$ cat src/rtl/mips_pkg.sv
// Shared MIPS definitions: datapath widths, ALU funct encodings and
// a helper that classifies shift-by-immediate functs.
package mips_pkg;

    localparam int DATA_WIDTH     = 32;
    localparam int REG_ADDR_WIDTH = 5;
    localparam int FUNCT_WIDTH    = 6;
    localparam int SHAMT_WIDTH    = 5;

    // R-type funct field encodings understood by the ALU
    localparam logic [FUNCT_WIDTH-1:0] FUNCT_SLL  = 6'b000000;
    localparam logic [FUNCT_WIDTH-1:0] FUNCT_SRL  = 6'b000010;
    localparam logic [FUNCT_WIDTH-1:0] FUNCT_SRA  = 6'b000011;
    localparam logic [FUNCT_WIDTH-1:0] FUNCT_ADD  = 6'b100000;
    localparam logic [FUNCT_WIDTH-1:0] FUNCT_ADDU = 6'b100001;
    localparam logic [FUNCT_WIDTH-1:0] FUNCT_SUB  = 6'b100010;
    localparam logic [FUNCT_WIDTH-1:0] FUNCT_SUBU = 6'b100011;
    localparam logic [FUNCT_WIDTH-1:0] FUNCT_AND  = 6'b100100;
    localparam logic [FUNCT_WIDTH-1:0] FUNCT_OR   = 6'b100101;
    localparam logic [FUNCT_WIDTH-1:0] FUNCT_XOR  = 6'b100110;
    localparam logic [FUNCT_WIDTH-1:0] FUNCT_NOR  = 6'b100111;
    localparam logic [FUNCT_WIDTH-1:0] FUNCT_SLT  = 6'b101010;
    localparam logic [FUNCT_WIDTH-1:0] FUNCT_SLTU = 6'b101011;

    // Shift-by-shamt instructions take the value to shift from rt and the
    // shift distance from the shamt field rather than from a register.
    function automatic logic is_shamt_shift(input logic [FUNCT_WIDTH-1:0] funct);
        return (funct == FUNCT_SLL) || (funct == FUNCT_SRL) || (funct == FUNCT_SRA);
    endfunction

endpackage

$ cat src/rtl/forward_mux.sv
// Per-operand bypass selector: picks EX/MEM, then MEM/WB, then the
// registered register-file value. Register 0 is hard-wired and never bypassed.
module forward_mux
    import mips_pkg::*;
#(
    parameter int DATA_WIDTH     = mips_pkg::DATA_WIDTH,
    parameter int REG_ADDR_WIDTH = mips_pkg::REG_ADDR_WIDTH
) (
    input  logic [REG_ADDR_WIDTH-1:0] src_addr,
    input  logic [DATA_WIDTH-1:0]     reg_data,
    input  logic                      exmem_reg_write,
    input  logic [REG_ADDR_WIDTH-1:0] exmem_rd_addr,
    input  logic [DATA_WIDTH-1:0]     exmem_result,
    input  logic                      memwb_reg_write,
    input  logic [REG_ADDR_WIDTH-1:0] memwb_rd_addr,
    input  logic [DATA_WIDTH-1:0]     memwb_result,
    output logic [DATA_WIDTH-1:0]     fwd_data
);

    logic src_nonzero;
    assign src_nonzero = (src_addr != '0);

    // Select the youngest in-flight producer of src_addr, EX/MEM first
    always_comb begin
        // NOTE: assigning a default before any branch guarantees every path
        // drives the output, so no latch is inferred.
        fwd_data = reg_data;
        if (src_nonzero && exmem_reg_write && (exmem_rd_addr == src_addr)) begin
            fwd_data = exmem_result;
        end else if (src_nonzero && memwb_reg_write && (memwb_rd_addr == src_addr)) begin
            fwd_data = memwb_result;
        end
    end

endmodule

$ cat src/rtl/alu_operand_stage.sv
// ID/EX pipeline register feeding the ALU. Registers one decoded instruction
// per cycle, bypasses results from EX/MEM and MEM/WB, snoops those bypass
// buses while stalled, and maps operands into the ALU's A/B convention.
module alu_operand_stage
    import mips_pkg::*;
#(
    parameter int DATA_WIDTH     = mips_pkg::DATA_WIDTH,
    parameter int REG_ADDR_WIDTH = mips_pkg::REG_ADDR_WIDTH,
    parameter int FUNCT_WIDTH    = mips_pkg::FUNCT_WIDTH
) (
    input  logic                      clk,
    input  logic                      rst_n,
    input  logic                      in_valid,
    output logic                      in_ready,
    input  logic [FUNCT_WIDTH-1:0]    in_funct,
    input  logic [REG_ADDR_WIDTH-1:0] in_rs_addr,
    input  logic [REG_ADDR_WIDTH-1:0] in_rt_addr,
    input  logic [REG_ADDR_WIDTH-1:0] in_rd_addr,
    input  logic [DATA_WIDTH-1:0]     in_rs_data,
    input  logic [DATA_WIDTH-1:0]     in_rt_data,
    input  logic [4:0]                in_shamt,
    input  logic [DATA_WIDTH-1:0]     in_imm,
    input  logic                      in_use_imm,
    input  logic                      in_reg_write,
    input  logic                      exmem_reg_write,
    input  logic [REG_ADDR_WIDTH-1:0] exmem_rd_addr,
    input  logic [DATA_WIDTH-1:0]     exmem_result,
    input  logic                      memwb_reg_write,
    input  logic [REG_ADDR_WIDTH-1:0] memwb_rd_addr,
    input  logic [DATA_WIDTH-1:0]     memwb_result,
    input  logic                      stall,
    input  logic                      flush,
    output logic                      out_valid,
    output logic [FUNCT_WIDTH-1:0]    alu_operation,
    output logic [DATA_WIDTH-1:0]     alu_operandA,
    output logic [DATA_WIDTH-1:0]     alu_operandB,
    output logic [REG_ADDR_WIDTH-1:0] out_rd_addr,
    output logic                      out_reg_write
);

    // Registered instruction fields
    logic                      valid_q;
    logic [FUNCT_WIDTH-1:0]    funct_q;
    logic [REG_ADDR_WIDTH-1:0] rs_addr_q;
    logic [REG_ADDR_WIDTH-1:0] rt_addr_q;
    logic [REG_ADDR_WIDTH-1:0] rd_addr_q;
    logic [DATA_WIDTH-1:0]     rs_data_q;
    logic [DATA_WIDTH-1:0]     rt_data_q;
    logic [4:0]                shamt_q;
    logic [DATA_WIDTH-1:0]     imm_q;
    logic                      use_imm_q;
    logic                      reg_write_q;

    // Bypassed source values
    logic [DATA_WIDTH-1:0] rs_fwd;
    logic [DATA_WIDTH-1:0] rt_fwd;

    // An empty stage always fills, even under stall
    assign in_ready = !valid_q || !stall;

    forward_mux #(
        .DATA_WIDTH     (DATA_WIDTH),
        .REG_ADDR_WIDTH (REG_ADDR_WIDTH)
    ) u_fwd_rs (
        .src_addr        (rs_addr_q),
        .reg_data        (rs_data_q),
        .exmem_reg_write (exmem_reg_write),
        .exmem_rd_addr   (exmem_rd_addr),
        .exmem_result    (exmem_result),
        .memwb_reg_write (memwb_reg_write),
        .memwb_rd_addr   (memwb_rd_addr),
        .memwb_result    (memwb_result),
        .fwd_data        (rs_fwd)
    );

    forward_mux #(
        .DATA_WIDTH     (DATA_WIDTH),
        .REG_ADDR_WIDTH (REG_ADDR_WIDTH)
    ) u_fwd_rt (
        .src_addr        (rt_addr_q),
        .reg_data        (rt_data_q),
        .exmem_reg_write (exmem_reg_write),
        .exmem_rd_addr   (exmem_rd_addr),
        .exmem_result    (exmem_result),
        .memwb_reg_write (memwb_reg_write),
        .memwb_rd_addr   (memwb_rd_addr),
        .memwb_result    (memwb_result),
        .fwd_data        (rt_fwd)
    );

    // Pipeline register: reset, flush, load, or hold-and-snoop while stalled
    always_ff @(posedge clk) begin
        // NOTE: sequential state uses non-blocking assignments so every
        // register samples pre-edge values regardless of statement order.
        if (!rst_n) begin
            valid_q     <= 1'b0;
            funct_q     <= '0;
            rs_addr_q   <= '0;
            rt_addr_q   <= '0;
            rd_addr_q   <= '0;
            rs_data_q   <= '0;
            rt_data_q   <= '0;
            shamt_q     <= '0;
            imm_q       <= '0;
            use_imm_q   <= 1'b0;
            reg_write_q <= 1'b0;
        end else if (flush) begin
            valid_q <= 1'b0;
        end else if (in_ready) begin
            valid_q     <= in_valid;
            funct_q     <= in_funct;
            rs_addr_q   <= in_rs_addr;
            rt_addr_q   <= in_rt_addr;
            rd_addr_q   <= in_rd_addr;
            rs_data_q   <= in_rs_data;
            rt_data_q   <= in_rt_data;
            shamt_q     <= in_shamt;
            imm_q       <= in_imm;
            use_imm_q   <= in_use_imm;
            reg_write_q <= in_reg_write;
        end else begin
            // Capture any producer retiring during the stall so it is not
            // lost once it leaves the bypass buses.
            rs_data_q <= rs_fwd;
            rt_data_q <= rt_fwd;
        end
    end

    // Map bypassed sources into the ALU's operand convention
    always_comb begin
        alu_operandA = rs_fwd;
        alu_operandB = use_imm_q ? imm_q : rt_fwd;
        if (is_shamt_shift(funct_q)) begin
            alu_operandA = rt_fwd;
            alu_operandB = {{(DATA_WIDTH-5){1'b0}}, shamt_q};
        end
    end

    assign out_valid     = valid_q;
    assign alu_operation = funct_q;
    assign out_rd_addr   = rd_addr_q;
    assign out_reg_write = valid_q && reg_write_q;

endmodule

$ cat config.mk
export PLATFORM = sky130hd
export DESIGN_NAME = alu_operand_stage
export DESIGN_NICKNAME = d
export VERILOG_FILES = /design/src/rtl/mips_pkg.sv /design/src/rtl/forward_mux.sv /design/src/rtl/alu_operand_stage.sv
export SDC_FILE = /design/constraint.sdc
export NUM_CORES = 1
export LEC_CHECK = 0
export CAP_MARGIN = 10
export CORE_ASPECT_RATIO = 0.75
export CORE_UTILIZATION = 40
export DETAILED_ROUTE_END_ITERATION = 6
export GPL_ROUTABILITY_DRIVEN = 0
export HOLD_SLACK_MARGIN = 0.08
export PLACE_DENSITY_LB_ADDON = 0.08
export SETUP_SLACK_MARGIN = 0.4
export SYNTH_ARGS = -nofsm -noshare
export SYNTH_HDL_FRONTEND = slang
export SYNTH_SLANG_ARGS = --single-unit
$ cat constraint.sdc
create_clock -name clk -period 2.8 [get_ports clk]
set_input_delay 0.28 -clock clk [delete_from_list [all_inputs] [get_ports clk]]
set_output_delay 0.28 -clock clk [all_outputs]
set_load 0.1 [all_outputs]
==> run summary <==
Reg clk slew, reported paths = 0.06 ns
Cell accounting for the most synthesized area = dfxtp_1
Ports = 283
Final worst setup slack = -0.134 ns
Nets = 1774
Unrepaired setup endpoints after global routing = true
Most used flip-flop cell after synthesis = dfxtp_1
DRC = 0
Largest net degree at the start of global routing = 67
Final Cycle Share = 1.05
Vias in the first global route = 11100
Cell Area, Synth = 8880 sq um
Fill cells = 1338
Area growth from synthesis to layout = 90.8%
Status = finished, violations left
Synth cell types = 32
Die area = 22800 sq um
Kind of end point of the critical path = output port
Starting density of the core = 0.414
Hold_buf cts = 0
CTS tree = done
Worst reg-to-reg setup slack = 0.50 ns
Failing checks = setup timing
Max_cap viols = 0
Worst-Margin Slew = 0.874 ns
Worst path required time = 2.52 ns
Clock sinks = 125
Most common library cell in the layout ignoring fill and taps = clkdlybuf4s50_1
Fin cells = 1870
Root Driver = clkbuf_16
Worst reg2reg endpoint = rs_data_q[4]
Yosys top cell area share = 0.282
Die width = 174 um
Mean Syn Cell Area = 6.99 sq um
GR Overflow Total = 0
Crit Path Category = primary input to output port
Cell leakage power = 6.34 nW
Fin util = 0.789
#FFs+latches synth = 125
Total GRT Usage = 0.357
DR WL/cell = 24.4 um
Die Ht = 131 um
Hold Crit Class = primary input to register
Worst Skew = 0.0133 ns
Detail Route Antenna Nets = 0
R2r startpoint = rs_addr_q[1]
Row cnt = 46
Pwr Density = 469 nW/um^2
CP Launch Type = primary input
Number of flops mapped to enable cells by yosys = 0
Vias = 12300
Hold WS = 0.398 ns
WP data arrival = 2.65 ns
H-tree levels = 4
Worst slew margin = 0.411
Crit path capture = alu_operandB[21]
Core Box Area = 21500 sq um
Cells after synthesis = 1270
Placed cells = 1789
Antenna cells = 0
Syn_nets = 1475
Maximum buffer depth of the clock tree = 2
Clk_lat worst skew = 0.43 ns
Share of layout cells above drive strength 1 = 0.351
Area taken by flip-flops and latches = 2550 sq um
Final setup vio count = 46
Drt initial violations = 1835
CP Max Fanout = 28
Setup_tns = -2.81 ns
Most frequent cells in the layout = clkdlybuf4s50_1 (202), nand2_1 (148), a21oi_1 (134)
Maximum vdd ir drop = 430 uV
First-pass GRT wire length = 63500 um
Worst r2r path cells = 8
Placed wire-length estimate = 25800 um
Slew Limit Fails = 0
Top cells by area, synth = dfxtp_1 (28%), o31ai_1 (11%), a21oi_1 (9.4%)
WL final = 45600 um
Ys async rst share = 0
Drt pass-1 iters = 6
Input/output buffers = 282
F_max = 341 MHz
Footprint of the multi-input gates = 7990 sq um
Final hold violations = 0
Sequential area share after synthesis = 0.282
Tmin final = 2.93 ns
CTS Buf Count = 17
Ys Warns = 0
Vias per cell = 6.60
Dpl ws = -0.00240 ns
Initial antenna violation count = 0
Crit path from = exmem_rd_addr[0]
## worst min-delay path by stage
| stage | start | end | slack, ns | cells after the start |
|---|---|---|---|---|
| final | in_funct[1] | alu_operation[1] | 0.40 | 3 |
| after global routing | in_funct[5] | alu_operation[5] | 0.41 | 3 |
| after CTS | in_funct[1] | alu_operation[1] | 0.39 | 3 |
| after detailed placement | imm_q[13] | imm_q[13] | 0.46 | 2 |
| after global placement | imm_q[17] | imm_q[17] | 0.45 | 2 |
| after floorplan | in_funct[0] | alu_operation[0] | 0.41 | 2 |
## area by class of cell
| type | count | area share |
|---|---|---|
| Clock buffer | 17 | 0.0251 |
| Clock inverter | 15 | 0.00827 |
| Inverter | 37 | 0.00820 |
| Multi-Input combinational cell | 964 | 0.472 |
| Sequential cell | 125 | 0.150 |
| Tap cell | 288 | 0.0213 |
| Timing Repair Buffer | 424 | 0.315 |
## per-stage QoR
stage          power, mW  instance area, sq um
3_3_place_gp        5.19                 13900
6_report            7.94                 16900
4_1_cts             7.68                 15800
5_1_grt             8.13                 16900
2_1_floorplan       3.93                  9700
3_5_place_dp        5.21                 13900
## per-layer routing
metal / track usage / part of all wire / vias to the layer above
li1: - / - / 5350
met1: 0.495 / 0.40 / 5822
met2: 0.554 / 0.43 / 972
met3: 0.0726 / 0.12 / 189
met4: 0.118 / 0.043 / 0
met5: 0 / 0 / -
## cell families after synthesis
kind of cell / after synthesis / share of synthesized area
and+or+nand+nor: 294 / 0.159
buffers and inverters: 182 / 0.0824
DFF: 125 / 0.282
AOI/OAI and AO/OA: 649 / 0.457
xor gates and xnor gates: 20 / 0.0197
## synth_stat cells (all sizes together), types with 6 or more instances
| library cell | instances |
|---|---|
| a21boi | 124 |
| a21oi | 167 |
| a31oi | 96 |
| and3 | 64 |
| buf | 34 |
| clkbuf | 111 |
| dfxtp | 125 |
| inv | 37 |
| nand2 | 150 |
| nand3 | 32 |
| nor3 | 32 |
| o21ai | 97 |
| o22ai | 32 |
| o31ai | 128 |
| xnor2 | 6 |
| xor2 | 14 |
## where the power goes
part | switching (mW) | internal, mW | total (mW)
logic | 2.24 | 1.51 | 3.75
registers | 0.0803 | 1.89 | 1.97
clock network | 0.980 | 1.23 | 2.21
total | 3.30 | 4.64 | 7.94
## registers in the layout, summed over array words and instances (netlist names)
name and count:
alu_operation 6, imm_q 32, out_rd_addr 5, out_valid 1
reg_write_q 1, rs_addr_q 5, rs_data_q 32, rt_addr_q 5
rt_data_q 32, shamt_q 5, use_imm_q 1
## worst max-delay path: stages
cell             delay (ns)
clkdlybuf4s50_1        0.55
xor2_1                 0.26
nor4_4                 0.09
buf_4                  0.18
buf_4                  0.15
buf_6                  0.19
a31oi_1                0.31
o31ai_2                0.13
buf_4                  0.17
a21oi_4                0.15
buf_12                 0.19
## timing repair
| item | 4_1_cts | 5_1_grt |
|---|---|---|
| cloned | 11 | 11 |
| pin swaps | 36 | 35 |
| buffers inserted | 16 | 11 |
| endpoints found under the setup margin | 64 | 64 |
| gates resized for setup | 234 | 156 |
Note: power is estimated with default switching activity, not from simulation.
